## src/rtl/birth_matcher.sv

```systemverilog
// Stream matcher for the BCD digit sequence 1,9,9,7,0,7,2,8: tracks progress, flags and counts matches.
// Optional idle-abandon timer enabled by defining BIRTH_MATCHER_TIMEOUT_EN.
module birth_matcher #(
  parameter int unsigned CNT_W   = 8
`ifdef BIRTH_MATCHER_TIMEOUT_EN
  , parameter int unsigned TIMEOUT = 16
`endif
) (
  input  logic             clk,
  input  logic             rst_n,
  input  logic             clr,
  input  logic [3:0]       din,
  input  logic             din_valid,
  output logic [2:0]       idx,
  output logic [3:0]       exp_digit,
  output logic             match,
  output logic             bad_digit,
  output logic [CNT_W-1:0] match_cnt
`ifdef BIRTH_MATCHER_TIMEOUT_EN
  , output logic           timeout
`endif
);

  typedef enum logic [2:0] {S0, S1, S2, S3, S4, S5, S6, S7} state_e;

  localparam logic [CNT_W-1:0] CNT_ONE = CNT_W'(1);
  localparam logic [CNT_W-1:0] CNT_MAX = {CNT_W{1'b1}};

  state_e           state_q, state_d;
  logic             match_q, match_d;
  logic             bad_q, bad_d;
  logic [CNT_W-1:0] cnt_q, cnt_d;

`ifdef BIRTH_MATCHER_TIMEOUT_EN
  localparam int unsigned  TMR_W    = 16;
  localparam logic [TMR_W-1:0] TMR_LAST = TMR_W'(TIMEOUT - 1);
  localparam logic [TMR_W-1:0] TMR_ONE  = TMR_W'(1);

  logic [TMR_W-1:0] timer_q, timer_d;
  logic             timeout_q, timeout_d;
`endif

  // Next expected digit, decoded straight from the progress state
  always_comb begin
    exp_digit = 4'd1;
    case (state_q)
      S0:      exp_digit = 4'd1;
      S1:      exp_digit = 4'd9;
      S2:      exp_digit = 4'd9;
      S3:      exp_digit = 4'd7;
      S4:      exp_digit = 4'd0;
      S5:      exp_digit = 4'd7;
      S6:      exp_digit = 4'd2;
      default: exp_digit = 4'd8;
    endcase
  end

  // Next-state and pulse logic; clr outranks any sampled digit
  always_comb begin
    state_d = state_q;
    match_d = 1'b0;
    bad_d   = 1'b0;
    cnt_d   = cnt_q;
`ifdef BIRTH_MATCHER_TIMEOUT_EN
    timer_d   = timer_q;
    timeout_d = 1'b0;
`endif
    if (clr) begin
      state_d = S0;
      cnt_d   = '0;
`ifdef BIRTH_MATCHER_TIMEOUT_EN
      timer_d = '0;
`endif
    end else if (din_valid) begin
`ifdef BIRTH_MATCHER_TIMEOUT_EN
      timer_d = '0;
`endif
      if (din > 4'd9) begin
        state_d = S0;
        bad_d   = 1'b1;
      end else if (din == exp_digit) begin
        if (state_q == S7) begin
          state_d = S0;
          match_d = 1'b1;
          if (cnt_q != CNT_MAX) cnt_d = cnt_q + CNT_ONE;
        end else begin
          state_d = state_e'(3'(state_q) + 3'd1);
        end
      end else begin
        // No border in the sequence: a '1' is the only possible restart point
        state_d = (din == 4'd1) ? S1 : S0;
      end
    end
`ifdef BIRTH_MATCHER_TIMEOUT_EN
    else if (state_q == S0) begin
      timer_d = '0;
    end else if (timer_q == TMR_LAST) begin
      state_d   = S0;
      timer_d   = '0;
      timeout_d = 1'b1;
    end else begin
      timer_d = timer_q + TMR_ONE;
    end
`endif
  end

  always_ff @(posedge clk or negedge rst_n) begin
    if (!rst_n) begin
      state_q <= S0;
      match_q <= 1'b0;
      bad_q   <= 1'b0;
      cnt_q   <= '0;
    end else begin
      state_q <= state_d;
      match_q <= match_d;
      bad_q   <= bad_d;
      cnt_q   <= cnt_d;
    end
  end

`ifdef BIRTH_MATCHER_TIMEOUT_EN
  always_ff @(posedge clk or negedge rst_n) begin
    if (!rst_n) begin
      timer_q   <= '0;
      timeout_q <= 1'b0;
    end else begin
      timer_q   <= timer_d;
      timeout_q <= timeout_d;
    end
  end

  assign timeout = timeout_q;
`endif

  assign idx       = 3'(state_q);
  assign match     = match_q;
  assign bad_digit = bad_q;
  assign match_cnt = cnt_q;

endmodule

```

## config.mk

```make
export PLATFORM = sky130hd
export DESIGN_NAME = birth_matcher
export DESIGN_NICKNAME = d
export VERILOG_FILES = /design/src/rtl/birth_matcher.sv
export SDC_FILE = /design/constraint.sdc
export NUM_CORES = 1
export LEC_CHECK = 0
export BUFFER_PORTS_ARGS = -buffer_cell sky130_fd_sc_hd__buf_2
export CAP_MARGIN = 30
export CORE_MARGIN = 1.5
export CORE_UTILIZATION = 46
export DETAILED_ROUTE_END_ITERATION = 8
export MAX_ROUTING_LAYER = met4
export PLACE_DENSITY = 0.74
export SYNTH_ARGS = -nofsm -noshare
export SYNTH_HDL_FRONTEND = slang
export SYNTH_SLANG_ARGS = --single-unit
export TNS_END_PERCENT = 5
```

## constraint.sdc

```tcl
create_clock -name clk -period 2.4 [get_ports clk]
set_clock_uncertainty 0.15 [all_clocks]
set_input_delay 0.12 -clock clk [delete_from_list [all_inputs] [get_ports clk]]
set_output_delay 0.12 -clock clk [all_outputs]
set_load 0.005 [all_outputs]
```

### After elaboration in Yosys (flattened, before gate mapping)

Index checks and enable logic that the tools add are counted.

* bits in registers: 13
* input port bits: 8
* output and inout port bits: 17
* word-level logic and storage cells: 47

* add/sub/neg operators: 2
* $lt $le $gt $ge: 1
* equality and inequality tests: 11
* multiplexer cells: 21
* reduce and logical (&&, ||, !) cells: 8

Operators with widths (number)
* $mux W8: 6
* $pmux W4 S5: 1
* $mux W3: 5
* $eq A3 B3 Y1 const B: 4
* $mux W1: 9
* $add A8 B1 Y8 const B: 1
* $ne A8 B8 Y1 const B: 1
* $reduce_bool A2 Y1: 4
* $eq A3 B2 Y1 const B: 2
* $reduce_and A5 Y1: 1
* $eq A4 B1 Y1 const B: 1
* $eq A4 B4 Y1: 1
* $gt A4 B4 Y1 const B: 1
* $reduce_or A2 Y1: 2
* $add A3 B1 Y3 const B: 1
* $eq A3 B1 Y1 const B: 1
* $logic_not A3 Y1: 1
* $ne A2 B2 Y1 const B: 1

### Depth between registers and ports, before layout

Gate-level depths: netlist of run 1.

* depth after elaboration: 8
* mapped depth: 9

### Worst setup path after synthesis of run 1

OpenSTA, ideal clock, no wires.

* path kind: reg-to-reg
* start point: register state_q[1] (netlist: idx[1])
* end point: register cnt_q[7] (netlist: match_cnt[7])
* library setup time: 0.078 ns
* arrival time: 2.156 ns
* setup slack: 0.016 ns
* stages on the path, launching flop included: 10
* path buffers: 1
* clock period less this slack: 2.384 ns
* cell sequence: dfrtp_1 inv_1 ha_1 o21ba_2 or3_1 o22ai_2 o211ai_2 buf_6 or3_1 a21oi_1

* word-level cells in the longest chain between the ends: 6

RTL lines
* from (decl): line 29 `state_e state_q, state_d;`
* from (signal assigned): line 114 `state_q <= state_d;`
* $eq A3 B3 Y1, or another cell as far along: line 46 `case (state_q)`
* $reduce_or A2 Y1 (no source line)
* $pmux W4 S5: line 46
* $eq A4 B4 Y1: line 81 `end else if (din == exp_digit) begin`
* $reduce_bool A2 Y1 (no source line)
* $reduce_and A5 Y1 (no source line) (*)
* to (signal assigned): line 117 `cnt_q <= cnt_d;`
* to (decl): line 32 `logic [CNT_W-1:0] cnt_q, cnt_d;`

Mark *: on every way between the ends. The rest lies on a longest branch, timed or not.
A chain may end at the register's enable or synchronous reset.

### Final worst setup path of run 1

* start point: register state_q[0] (netlist: idx[0])
* end point: register state_q[0] (netlist: idx[0])

* word-level cells in the longest chain between the ends: 8

RTL lines
* $eq A3 B3 Y1, or another cell as far along: line 46
* $reduce_or A2 Y1 (no source line)
* $pmux W4 S5: line 46
* $eq A4 B4 Y1: line 81
* $mux W3 (*): line 81
* $mux W3 (*): line 78 `if (din > 4'd9) begin`
* $mux W3 (*): line 74 `end else if (din_valid) begin`
* $mux W3 (*): line 68 `if (clr) begin`

Mark *: on every way between the ends. The rest lies on a longest branch, timed or not. The select of a mux whose other input is x is not followed.

==> results of run 1 <==
[worst register-to-register path, stage by stage, from the launching register on]
cell and delay, ns:
dfrtp_2 0.44, inv_4 0.07, ha_4 0.17, buf_6 0.11, o21ba_4 0.18, a221o_1 0.27
o22ai_2 0.17, buf_6 0.14, o21ai_4 0.05, or4_1 0.48, o311ai_1 0.09
[worst max path at each step]
stage	from	end	slack, ns	cells past startpoint
2_1_floorplan	idx[1]	match_cnt[7]	0.02	9
3_3_place_gp	idx[1]	match_cnt[5]	-0.02	8
3_5_place_dp	idx[1]	match_cnt[0]	-0.09	9
4_1_cts	idx[0]	match_cnt[0]	-0.007	10
5_1_grt	idx[1]	idx[0]	-0.07	10
6_report	idx[0]	idx[0]	-0.02	10
[cells in the final DEF, fill, tap and decap left out, drive strengths merged, types with 3 or more instances in the layout]
| cell type | netlist | routed |
|---|---|---|
| dfrtp | 13 | 13 |
| inv | 6 | 6 |
| clkbuf | 1 | 4 |
| nor3 | 5 | 5 |
| nand2 | 7 | 7 |
| buf | 1 | 39 |
| nor2 | 5 | 5 |
| or3 | 7 | 7 |
| nand3 | 8 | 8 |
| o21ai | 9 | 9 |
| ha | 6 | 6 |
| and3 | 3 | 3 |
| a21oi | 7 | 7 |
| nand2b | 6 | 6 |
[report_power, final]
| group | switching (mW) | leakage (nW) | internal [mW] | total [mW] |
|---|---|---|---|---|
| registers | 0.00111 | 0.178 | 0.220 | 0.221 |
| clock network | 0.0692 | 0.0150 | 0.0643 | 0.134 |
| logic | 0.0367 | 0.423 | 0.0307 | 0.0674 |
[timing repair]
item                       in CTS  in global routing
buffers inserted                2                  1
cloned                          0                  1
hold buffers                    2                  0
setup endpoints to repair       9                 10
gates resized for setup         8                 22
hold endpoints to repair       15                  0
pin swaps                       2                  9
[layer usage]
layer / global-route usage / wire length [um]
met4: 0.0162 / 10
met5: - / 0
met1: 0.316 / 1110
met3: 0.0679 / 55
met2: 0.376 / 1210
[logic make-up (layout without fill, tap and decap cells)]
family | count (synthesis) | after routing | share of synthesized area
buffers and inverters | 8 | 51 | 0.0408
flip-flops | 13 | 13 | 0.354
multiplexers | 2 | 2 | 0.0218
AND/OR/NAND/NOR | 45 | 45 | 0.271
adder cells (fa/ha/maj) | 6 | 6 | 0.0816
XOR/XNOR | 2 | 2 | 0.0191
AO/OA/AOI/OAI | 28 | 29 | 0.212
[final cells by class]
| type | count | area [um^2] |
|---|---|---|
| inverters | 6 | 27.5 |
| repair buffers | 41 | 264 |
| clock buffers | 4 | 26.3 |
| multi-input cells | 84 | 693 |
| well taps | 25 | 31.3 |
| fillers | 124 | 432 |
| flip-flops and latches | 13 | 328 |
[flip-flops by register name, indices dropped and copies added, names as in the netlist]
register	flops
idx	3
match_cnt	8
bad_digit	1
match	1
[stage by stage]
step	TNS, ns	worst slack [ns]
floorplan	0	0.0164
global placement	-0.0203	-0.0191
detailed placement	-0.331	-0.0916
CTS	-0.0105	-0.00736
global route	-0.277	-0.0713
finish	-0.0182	-0.0182
==> summary.md, run 1 <==
| Metric | Value |
|---|---|
| Top cells by count, synth | `dfrtp_1, nand3_1, a21oi_1, nand2_1, or3_1` |
| Setup CP Type | `register to register` |
| Die Span Y | `47.7 um` |
| P per Cell Area | `308 nW/um^2` |
| Worst Path Arrival | `2.43 ns` |
| Post-Syn Nets | `118` |
| Worst Hold Class | `primary input to register` |
| Iteration-0 DRC Markers | `25` |
| CTS tree | `yes` |
| Worst R2R Start | `idx[0]` |
| Share of Yosys cell area claimed by the top area cell type | `0.354` |
| Worst-Margin Slew | `0.427 ns` |
| Initial antenna violation count | `0` |
| RSZ-0062 raised after global routing | `true` |
| Sequential area share after synthesis | `0.354` |
| Crit end category | `register` |
| Critical path cell sequence | `inv_4, ha_4, buf_6, o21ba_4, a221o_1, o22ai_2, buf_6, o21ai_4, or4_1, o311ai_1` |
| EDFF count, synth | `0` |
| Clk root buf | `clkbuf_4` |
| DR vias/cell | `5.51` |
| Routed len/inst | `13.8 um` |
| Post-Syn Area | `920 um^2` |
| Largest net degree at the start of global routing | `16` |
| Drt first pass iters | `4` |
| Final min period | `2.42 ns` |
| Hold Crit Depth | `3` |
| Die area | `2280 um^2` |
| Placed Instances | `163` |
| Mean post-synth cell area | `8.84 um^2` |
| Core ar. | `1800 um^2` |
| Critical Path Max Stage Delay | `0.48 ns` |
| Critical path's slowest cell | `or4_1` |
| First-pass GRT wire length | `3680 um` |
| I/O Buffers | `24` |
| Cell area after layout | `1370 um^2` |
| Clock buffer depth | `2` |
| # H-tree levels | `1` |
| CP most frequent cell | `buf_6` |
| Hold_ws | `0.0255 ns` |
| Syn-to-layout area delta | `49.0%` |
| Clock-pin slew on the worst setup and hold paths | `0.08 ns` |
| Tot Pwr | `0.422 mW` |
| RePlAce Congestion | `0.842` |
| Top Ports | `25` |
| Worst R2R Setup Slack | `-0.02 ns` |
| Post-route setup slack | `-0.0182 ns` |
| Hold Fails Final Rpt | `0` |
| Detail Placement HPWL | `1620 um` |
| Most frequent cell after synthesis | `dfrtp_1` |
| Post-synthesis cell type count | `34` |
| Crit path buf inv count | `3` |
| # Max-Cap Violations | `0` |
| Dpl cell area | `1150 um^2` |
| Total GRT Usage | `0.237` |
| Final ANT Viol Nets | `0` |
| Die Span X | `47.7 um` |
| Ys flop type | `dfrtp_1` |
| P_leak | `0.615 nW` |
| Num CTS Buffers | `3` |
| Worst EP required | `2.41 ns` |
| Max VDD drop | `0.424 mV` |
| Async set-reset flop share out of synthesis | `1.00` |
| Nets | `163` |
| R2r worst-path depth | `10` |
| Fmax | `414 MHz` |
| Layout cells sized above 1 | `0.419` |
| Antenna cell count | `0` |
| Routed WL | `2390 um` |
| Critical R2R Capture | `idx[0]` |
| Std cell rows | `15` |
| Vias | `953` |
| Failing checks | `setup timing` |
| Vias in the first global route | `835` |
| Critical path launch point type | `register` |
| Hold path startpoint | `din[3]` |
| Slew margin rel. | `0.713` |
| Final period utilization | `1.01` |
| Hold Path End | `bad_digit` |
| Final core area utilization | `0.760` |
| Worst-skew pair later-pin latency | `0.27 ns` |
| Top delay family on crit path | `compound AO/OA/AOI/OAI gates` |
| YS warnings | `0` |
| Flops & latches, synth | `13` |
| Total gr overflow | `0` |
| Outcome | `finished with violations` |
| Synth top area cells | `dfrtp_1, ha_1, or3_1, nand3_1, nand2b_1` |
| Initial core utilization | `0.510` |
| Max-slew violations | `0` |
| Drt drc | `0` |
| Worst-path fanout max | `4` |
| Cells after synthesis | `104` |
| Area leader, netlist | `dfrtp_1` |
| # setup viols final | `1` |
| CTS Sinks | `13` |
| Non-Filler Instances | `173` |
Note: power is estimated with default switching activity, not from simulation.
==> run 2: changes to the inputs <==
--- a/config.mk
+++ b/config.mk
@@ -6,12 +6,14 @@
 export NUM_CORES = 1
 export LEC_CHECK = 0
 export BUFFER_PORTS_ARGS = -buffer_cell sky130_fd_sc_hd__buf_2
-export CAP_MARGIN = 30
+export CAP_MARGIN = 15
+export CELL_PAD_IN_SITES_DETAIL_PLACEMENT = 0
+export CELL_PAD_IN_SITES_GLOBAL_PLACEMENT = 1
 export CORE_MARGIN = 1.5
-export CORE_UTILIZATION = 46
+export CORE_UTILIZATION = 34
 export DETAILED_ROUTE_END_ITERATION = 8
 export MAX_ROUTING_LAYER = met4
-export PLACE_DENSITY = 0.74
+export PLACE_DENSITY_LB_ADDON = 0.1
 export SYNTH_ARGS = -nofsm -noshare
 export SYNTH_HDL_FRONTEND = slang
 export SYNTH_SLANG_ARGS = --single-unit
==> run 2 against run 1 <==
- the flow still finishes with violations (setup timing)
- non-clock buffer count is 11 higher
- total power hardly changed
- combinational power fell by 5.8%
- cell count grew 8.7%
- critical path type unchanged
- sequential power barely moved
- routed wire length barely moved
- design area shrank 0.27%
- die area up 33%
- sequential share of layout area decreased by 0.12 points
- flip-flop and latch count is the same
- clock power rose by 3%
- largest cell class unchanged
- core utilization shrank 22 points
==> summary.md, run 2 (same netlist as run 1, synthesis figures left out) <==
| Metric | Value |
|---|---|
| Fill cells | `245 (+98%)` |
| Failing checks | `setup timing` |
| Drt first pass iters | `4 (unchanged)` |
| Clock buffer depth | `2 (unchanged)` |
| Met2 Wirelength | `1050 um (-13%)` |
| Top delay family on crit path | `simple AND/OR/NAND/NOR gates` |
| Dpl cell area | `1200 um^2 (+5.1%)` |
| Detail Placement HPWL | `1730 um (+7.0%)` |
| DR top layer | `met4` |
| P per Cell Area | `309 nW/um^2 (+0.26%)` |
| Vias | `942 (-1.2%)` |
| Most common cell after layout, fill and taps aside | `buf_4` |
| Worst Hold Class | `primary input to register` |
| Vias in the first global route | `840 (+0.60%)` |
| Worst R2R Start | `idx[1]` |
| Critical path launch point type | `register` |
| Final period utilization | `1.02 (+0.00845)` |
| Worst-path fanout max | `4 (unchanged)` |
| Hold Fails Final Rpt | `0 (unchanged)` |
| Largest net degree at the start of global routing | `16 (unchanged)` |
| Final core area utilization | `0.542 (-0.219)` |
| DR WL met3 | `87 um (+58%)` |
| # H-tree levels | `1 (unchanged)` |
| DR vias/cell | `5.01 (-9.0%)` |
| Setup CP Type | `register to register` |
| Initial core utilization | `0.365 (-0.146)` |
| CTS tree | `yes` |
| Hold Crit Depth | `2 (-1)` |
| Crit path buf inv count | `2 (-1)` |
| Critical path cell sequence | `buf_4, ha_4, o21ba_2, or3_1, o22ai_2, buf_4, o21ai_2, or4_1, o311ai_1` |
| Setup TNS | `-0.0385 ns (-0.0203 ns)` |
| Die area | `3030 um^2 (+33%)` |
| Hold Path End | `match_cnt[7]` |
| Post-route setup slack | `-0.0385 ns (-0.0203 ns)` |
| Critical R2R Capture | `idx[0]` |
| Critical Path Max Stage Delay | `0.40 ns (-0.08 ns)` |
| Std cell rows | `18 (+3)` |
| # setup viols final | `1 (unchanged)` |
| Routed WL | `2390 um (about the same)` |
| # Max-Cap Violations | `0 (unchanged)` |
| Clock-pin slew on the worst setup and hold paths | `0.09 ns (about the same)` |
| Iteration-0 DRC Markers | `11 (-56%)` |
| Total gr overflow | `0 (unchanged)` |
| Fmax | `410 MHz (-0.83%)` |
| Critical path's slowest cell | `dfrtp_1` |
| CP most frequent cell | `buf_4` |
| Worst R2R Setup Slack | `-0.04 ns (-0.02 ns)` |
| Total GRT Usage | `0.176 (-0.0615)` |
| Die Span Y | `55.0 um (+15%)` |
| Layout cells sized above 1 | `0.430 (+0.0115)` |
| Worst EP required | `2.42 ns (about the same)` |
| Non-Filler Instances | `188 (+8.7%)` |
| Top Ports | `25 (unchanged)` |
| Clk root buf | `clkbuf_4` |
| Hold path startpoint | `clr` |
| Max-slew violations | `0 (unchanged)` |
| I/O Buffers | `24 (unchanged)` |
| Num CTS Buffers | `3 (unchanged)` |
| R2r worst-path depth | `9 (-1)` |
| RePlAce Congestion | `0.818 (-2.9%)` |
| Worst-skew pair later-pin latency | `0.28 ns (about the same)` |
| Drt drc | `0 (unchanged)` |
| CTS Sinks | `13 (unchanged)` |
| P_leak | `0.656 nW (+6.6%)` |
| Worst-Margin Slew | `0.305 ns (-0.123 ns)` |
| Nets | `173 (+6.1%)` |
| Antenna cell count | `0 (unchanged)` |
| Outcome | `finished with violations` |
| Metal-1 WL | `1240 um (+11%)` |
| RSZ-0062 raised after global routing | `true` |
| Number of flip-flops under the largest register name | `8 (unchanged)` |
| Routed len/inst | `12.7 um (-8.1%)` |
| Max VDD drop | `0.252 mV (-40%)` |
| Slew margin rel. | `0.796 (+0.0829)` |
| Initial antenna violation count | `0 (unchanged)` |
| Core ar. | `2520 um^2 (+40%)` |
| Commonest cells after routing, fill and taps aside | `buf_4, buf_2, dfrtp_1` |
| Placed Instances | `175 (+7.4%)` |
| First-pass GRT wire length | `3700 um (+0.57%)` |
| Worst Path Arrival | `2.46 ns (+0.03 ns)` |
| Final ANT Viol Nets | `0 (unchanged)` |
| Die Span X | `55.0 um (+15%)` |
| Cell area after layout | `1370 um^2 (-0.27%)` |
| Final min period | `2.44 ns (+0.0203 ns)` |
| Crit end category | `register` |
| Tot Pwr | `0.422 mW (about the same)` |
| Syn-to-layout area delta | `48.6%` |
==> run 2: cell types whose count changed in the layout (fill, tap and decap cells not counted), sizes merged <==
cell    previous run  this run
buf               39        50
o211ai             2         1
==> run 2: power by group <==
part	total, mW	switching, mW	leakage (nW)	internal (mW)
Clock	0.138	0.0733	0.0150	0.0644
Combinational	0.0635	0.0335	0.460	0.0300
Sequential	0.221	0.000834	0.181	0.220
==> run 2: per-layer routing <==
| layer | track usage | vias to the layer above |
|---|---|---|
| met5 | - | - |
| met3 | 0.0511 | 2 |
| met4 | 0.0528 | 0 |
| met1 | 0.244 | 436 |
| met2 | 0.246 | 17 |
| li1 | - | 487 |
==> run 2: worst max path at each step <==
stage	from	slack (ns)	to	cells past startpoint
CTS	idx[1]	-0.04	idx[0]	9
global route	idx[1]	-0.14	idx[0]	9
floorplan	idx[1]	0.02	match_cnt[7]	9
detailed placement	idx[1]	-0.08	match_cnt[5]	9
finish	idx[1]	-0.04	idx[0]	9
global placement	idx[1]	-0.08	match_cnt[5]	9
==> run 2: per-stage QoR <==
stage / setup WS (ns) / hold slack [ns]
6_report: -0.0385 / 0.0363
5_1_grt: -0.139 / 0.0487
4_1_cts: -0.0360 / 0.0190
3_5_place_dp: -0.0827 / -0.116
3_3_place_gp: -0.0847 / -0.123
2_1_floorplan: 0.0164 / -0.326
==> run 2: area by class of cell <==
class / count / area (um^2) / share of cell area
tap: 30 / 37.5 / 0.0275
inverter: 6 / 22.5 / 0.0165
sequential: 13 / 325 / 0.238
timing repair buffer: 52 / 335 / 0.245
clock buffer: 4 / 26.3 / 0.0192
multi-input combinational: 83 / 619 / 0.453
==> run 2: what timing repair did <==
item                                    in CTS  in global routing
setup buffers                                6                  1
endpoints found under the hold margin       16                  0
resized for setup                            8                  6
pin swaps                                    3                  2
endpoints found under the setup margin       8                 11
hold buffers                                 2                  0
==> run 2: worst reg2reg max path, stage by stage (launching register included) <==
cell and delay (ns):
dfrtp_1 0.40, buf_4 0.15, ha_4 0.16, o21ba_2 0.22, or3_1 0.33, o22ai_2 0.20, buf_4 0.16, o21ai_2 0.07
or4_1 0.40, o311ai_1 0.08
==> run 3: changes to the inputs <==
--- a/config.mk
+++ b/config.mk
@@ -10,8 +10,10 @@
 export CELL_PAD_IN_SITES_DETAIL_PLACEMENT = 0
 export CELL_PAD_IN_SITES_GLOBAL_PLACEMENT = 1
 export CORE_MARGIN = 1.5
-export CORE_UTILIZATION = 34
+export CORE_UTILIZATION = 42
+export CTS_BUF_LIST = sky130_fd_sc_hd__clkbuf_4 sky130_fd_sc_hd__clkbuf_8
 export DETAILED_ROUTE_END_ITERATION = 8
+export GPL_TIMING_DRIVEN = 0
 export MAX_ROUTING_LAYER = met4
 export PLACE_DENSITY_LB_ADDON = 0.1
 export SYNTH_ARGS = -nofsm -noshare
==> constraint.sdc (replaced) <==
create_clock -name clk -period 2.96 [get_ports clk]
set_clock_uncertainty 0.15 [all_clocks]
set_input_delay 0.148 -clock clk [delete_from_list [all_inputs] [get_ports clk]]
set_output_delay 0.148 -clock clk [all_outputs]
set_load 0.005 [all_outputs]
==> run 3 against run 2 <==
- the flow now finishes without violations
- critical path type unchanged
- critical endpoint is now idx[1]
- count of clock-buffer cells in the layout is 1 lower
- sequential power shrank 19%
- global-route usage rose by 0.26 points
==> summary.md, run 3 (same netlist as run 1, synthesis figures left out) <==
| Metric | Value |
|---|---|
| Worst setup path start | `idx[1]` |
| Total GRT Usage | `0.178 (+0.00258)` |
| CTS tree | `yes` |
| Worst-path fanout max | `7 (+3)` |
| Grt met2 use | `0.262 (+0.0162)` |
| Cell area after layout | `1150 um^2 (-16%)` |
| Syn-to-layout area delta | `24.6%` |
| Slew margin rel. | `0.696 (-0.100)` |
| P per Cell Area | `287 nW/um^2 (-7.2%)` |
| Antenna cell count | `0 (unchanged)` |
| # Max-Cap Violations | `0 (unchanged)` |
| Final period utilization | `0.931 (-0.0853)` |
| GR peak layer | `met2` |
| Clock power frac | `0.336 (+0.009)` |
| Die Span X | `49.8 um (-9.5%)` |
| DR vias/cell | `5.31 (+5.9%)` |
| Initial antenna violation count | `0 (unchanged)` |
| Worst Hold Class | `primary input to register` |
| Worst R2R Start | `idx[1]` |
| Final core area utilization | `0.573 (+0.0308)` |
| Max VDD drop | `0.325 mV (+29%)` |
| Num CTS Buffers | `3 (unchanged)` |
| Setup TNS | `0 ns (+0.0385 ns)` |
| Vias | `865 (-8.2%)` |
| Max-slew violations | `0 (unchanged)` |
| CTS Sinks | `13 (unchanged)` |
| P_leak | `0.558 nW (-15%)` |
| Critical R2R Capture | `idx[1]` |
| Worst EP required | `3.03 ns (+0.61 ns)` |
| Worst-skew pair later-pin latency | `0.28 ns (about the same)` |
| Number of flip-flops under the largest register name | `8 (unchanged)` |
| Clock buffer depth | `2 (unchanged)` |
| Setup CP Type | `register to register` |
| Iteration-0 DRC Markers | `12 (+1)` |
| Largest net degree at the start of global routing | `14 (-2)` |
| P_int | `0.245 mW (-22%)` |
| Final min period | `2.76 ns (+0.317 ns)` |
| Sw power | `0.0834 mW (-23%)` |
| Detail Placement HPWL | `1500 um (-13%)` |
| Dpl cell area | `1070 um^2 (-11%)` |
| Gate power share | `0.119 (-0.031)` |
| Core ar. | `2000 um^2 (-21%)` |
| Tot Pwr | `0.328 mW (-22%)` |
| RSZ-0062 raised after global routing | `false` |
| Vias in the first global route | `735 (-13%)` |
| Nets | `151 (-13%)` |
| Critical path launch point type | `register` |
| Total gr overflow | `0 (unchanged)` |
| Drt drc | `0 (unchanged)` |
| Die Span Y | `49.8 um (-9.5%)` |
| Worst Setup EP | `idx[1]` |
| Most common cell after layout, fill and taps aside | `buf_2` |
| Die area | `2480 um^2 (-18%)` |
| Outcome | `complete, no violations` |
| R2r worst-path depth | `8 (-1)` |
| Post-route setup slack | `0.205 ns (+0.243 ns)` |
| Clk root buf | `clkbuf_4` |
| Drt first pass iters | `4 (unchanged)` |
| Routed len/inst | `12.2 um (-3.8%)` |
| Worst Path Arrival | `2.83 ns (+0.37 ns)` |
| Clock-pin slew on the worst setup and hold paths | `0.08 ns (about the same)` |
| Hold Fails Final Rpt | `0 (unchanged)` |
| Met1 Use GR | `0.241 (-0.00287)` |
| Reg power frac | `0.545 (+0.022)` |
| # setup viols final | `0 (-1)` |
| Worst R2R Setup Slack | `0.20 ns (+0.24 ns)` |
| Layout cells sized above 1 | `0.250 (-0.180)` |
| Initial core utilization | `0.459 (+0.0948)` |
| Switching Share | `0.254 (-0.00131)` |
| First-pass GRT wire length | `3280 um (-11%)` |
| Commonest cells after routing, fill and taps aside | `buf_2, dfrtp_1, nand3_1` |
| Std cell rows | `16 (-2)` |
| Place WS | `0.349 ns (+0.432 ns)` |
| RePlAce Congestion | `0.795 (-2.8%)` |
| Fmax | `363 MHz (-11%)` |
| Top Ports | `25 (unchanged)` |
| Met3 global-route usage | `0.0545 (+0.00347)` |
| Worst-Margin Slew | `0.456 ns (+0.152 ns)` |
| # H-tree levels | `1 (unchanged)` |
| Crit end category | `register` |
| I/O Buffers | `24 (unchanged)` |
| Routed WL | `1990 um (-17%)` |
| Final ANT Viol Nets | `0 (unchanged)` |
[run 3: cell types whose count changed in the layout (fill, tap and decap cells not counted), sizes merged]
cell         before  now
clkinv            0    1
buf              50   25
dlygate4sd3       2    4
[run 3: stage by stage]
stage | hold WS, ns | std cells
floorplan | -0.298 | 104
global placement | -0.0970 | 155
detailed placement | -0.0976 | 155
CTS | 0.0344 | 163
global route | 0.0504 | 163
finish | 0.0424 | 163
[run 3: power by group through the flow]
stage / registers [mW] / clock network, mW / logic (mW)
floorplan: 0.183 / 0 / 0.0185
global placement: 0.183 / 0 / 0.0357
detailed placement: 0.183 / 0 / 0.0362
CTS: 0.179 / 0.115 / 0.0392
global route: 0.179 / 0.122 / 0.0433
finish: 0.179 / 0.110 / 0.0390
[run 3: area by class of cell]
class / count / area, um^2
flip-flops and latches: 13 / 325
fillers: 193 / 856
clock buffers: 3 / 22.5
clock inverters: 1 / 5.00
inverters: 6 / 22.5
well taps: 27 / 33.8
multi-input cells: 83 / 562
plain buffers: 2 / 15.0
repair buffers: 28 / 160
[run 3: worst max-delay path: stages, from the launching register on]
cell,delay [ns]
dfrtp_1,0.45
inv_1,0.13
ha_1,0.28
o21ba_2,0.27
or3_1,0.32
o22ai_2,0.19
o21ai_1,0.17
o32ai_1,0.15
dlygate4sd3_1,0.58
[run 3: timing repair]
action	4_1_cts	5_1_grt
gates resized for setup	0	1
hold buffers	4	0
endpoints found under the setup margin	0	1
endpoints found under the hold margin	15	0
setup buffers	0	0
[run 3: metal layers]
layer / wire, um / up-vias
li1: - / 443
met1: 1020 / 403
met2: 865 / 15
met3: 79 / 4
met4: 23 / 0
met5: 0 / -
[run 3: worst min-delay path by stage]
stage / start / endpoint / slack, ns / cells past startpoint
finish: din[3] / bad_digit / 0.04 / 3
global route: din[3] / bad_digit / 0.05 / 3
CTS: din[3] / bad_digit / 0.03 / 3
detailed placement: rst_n / match_cnt[7] / -0.1 / 1
global placement: rst_n / match_cnt[7] / -0.1 / 1
floorplan: rst_n / bad_digit / -0.30 / 0
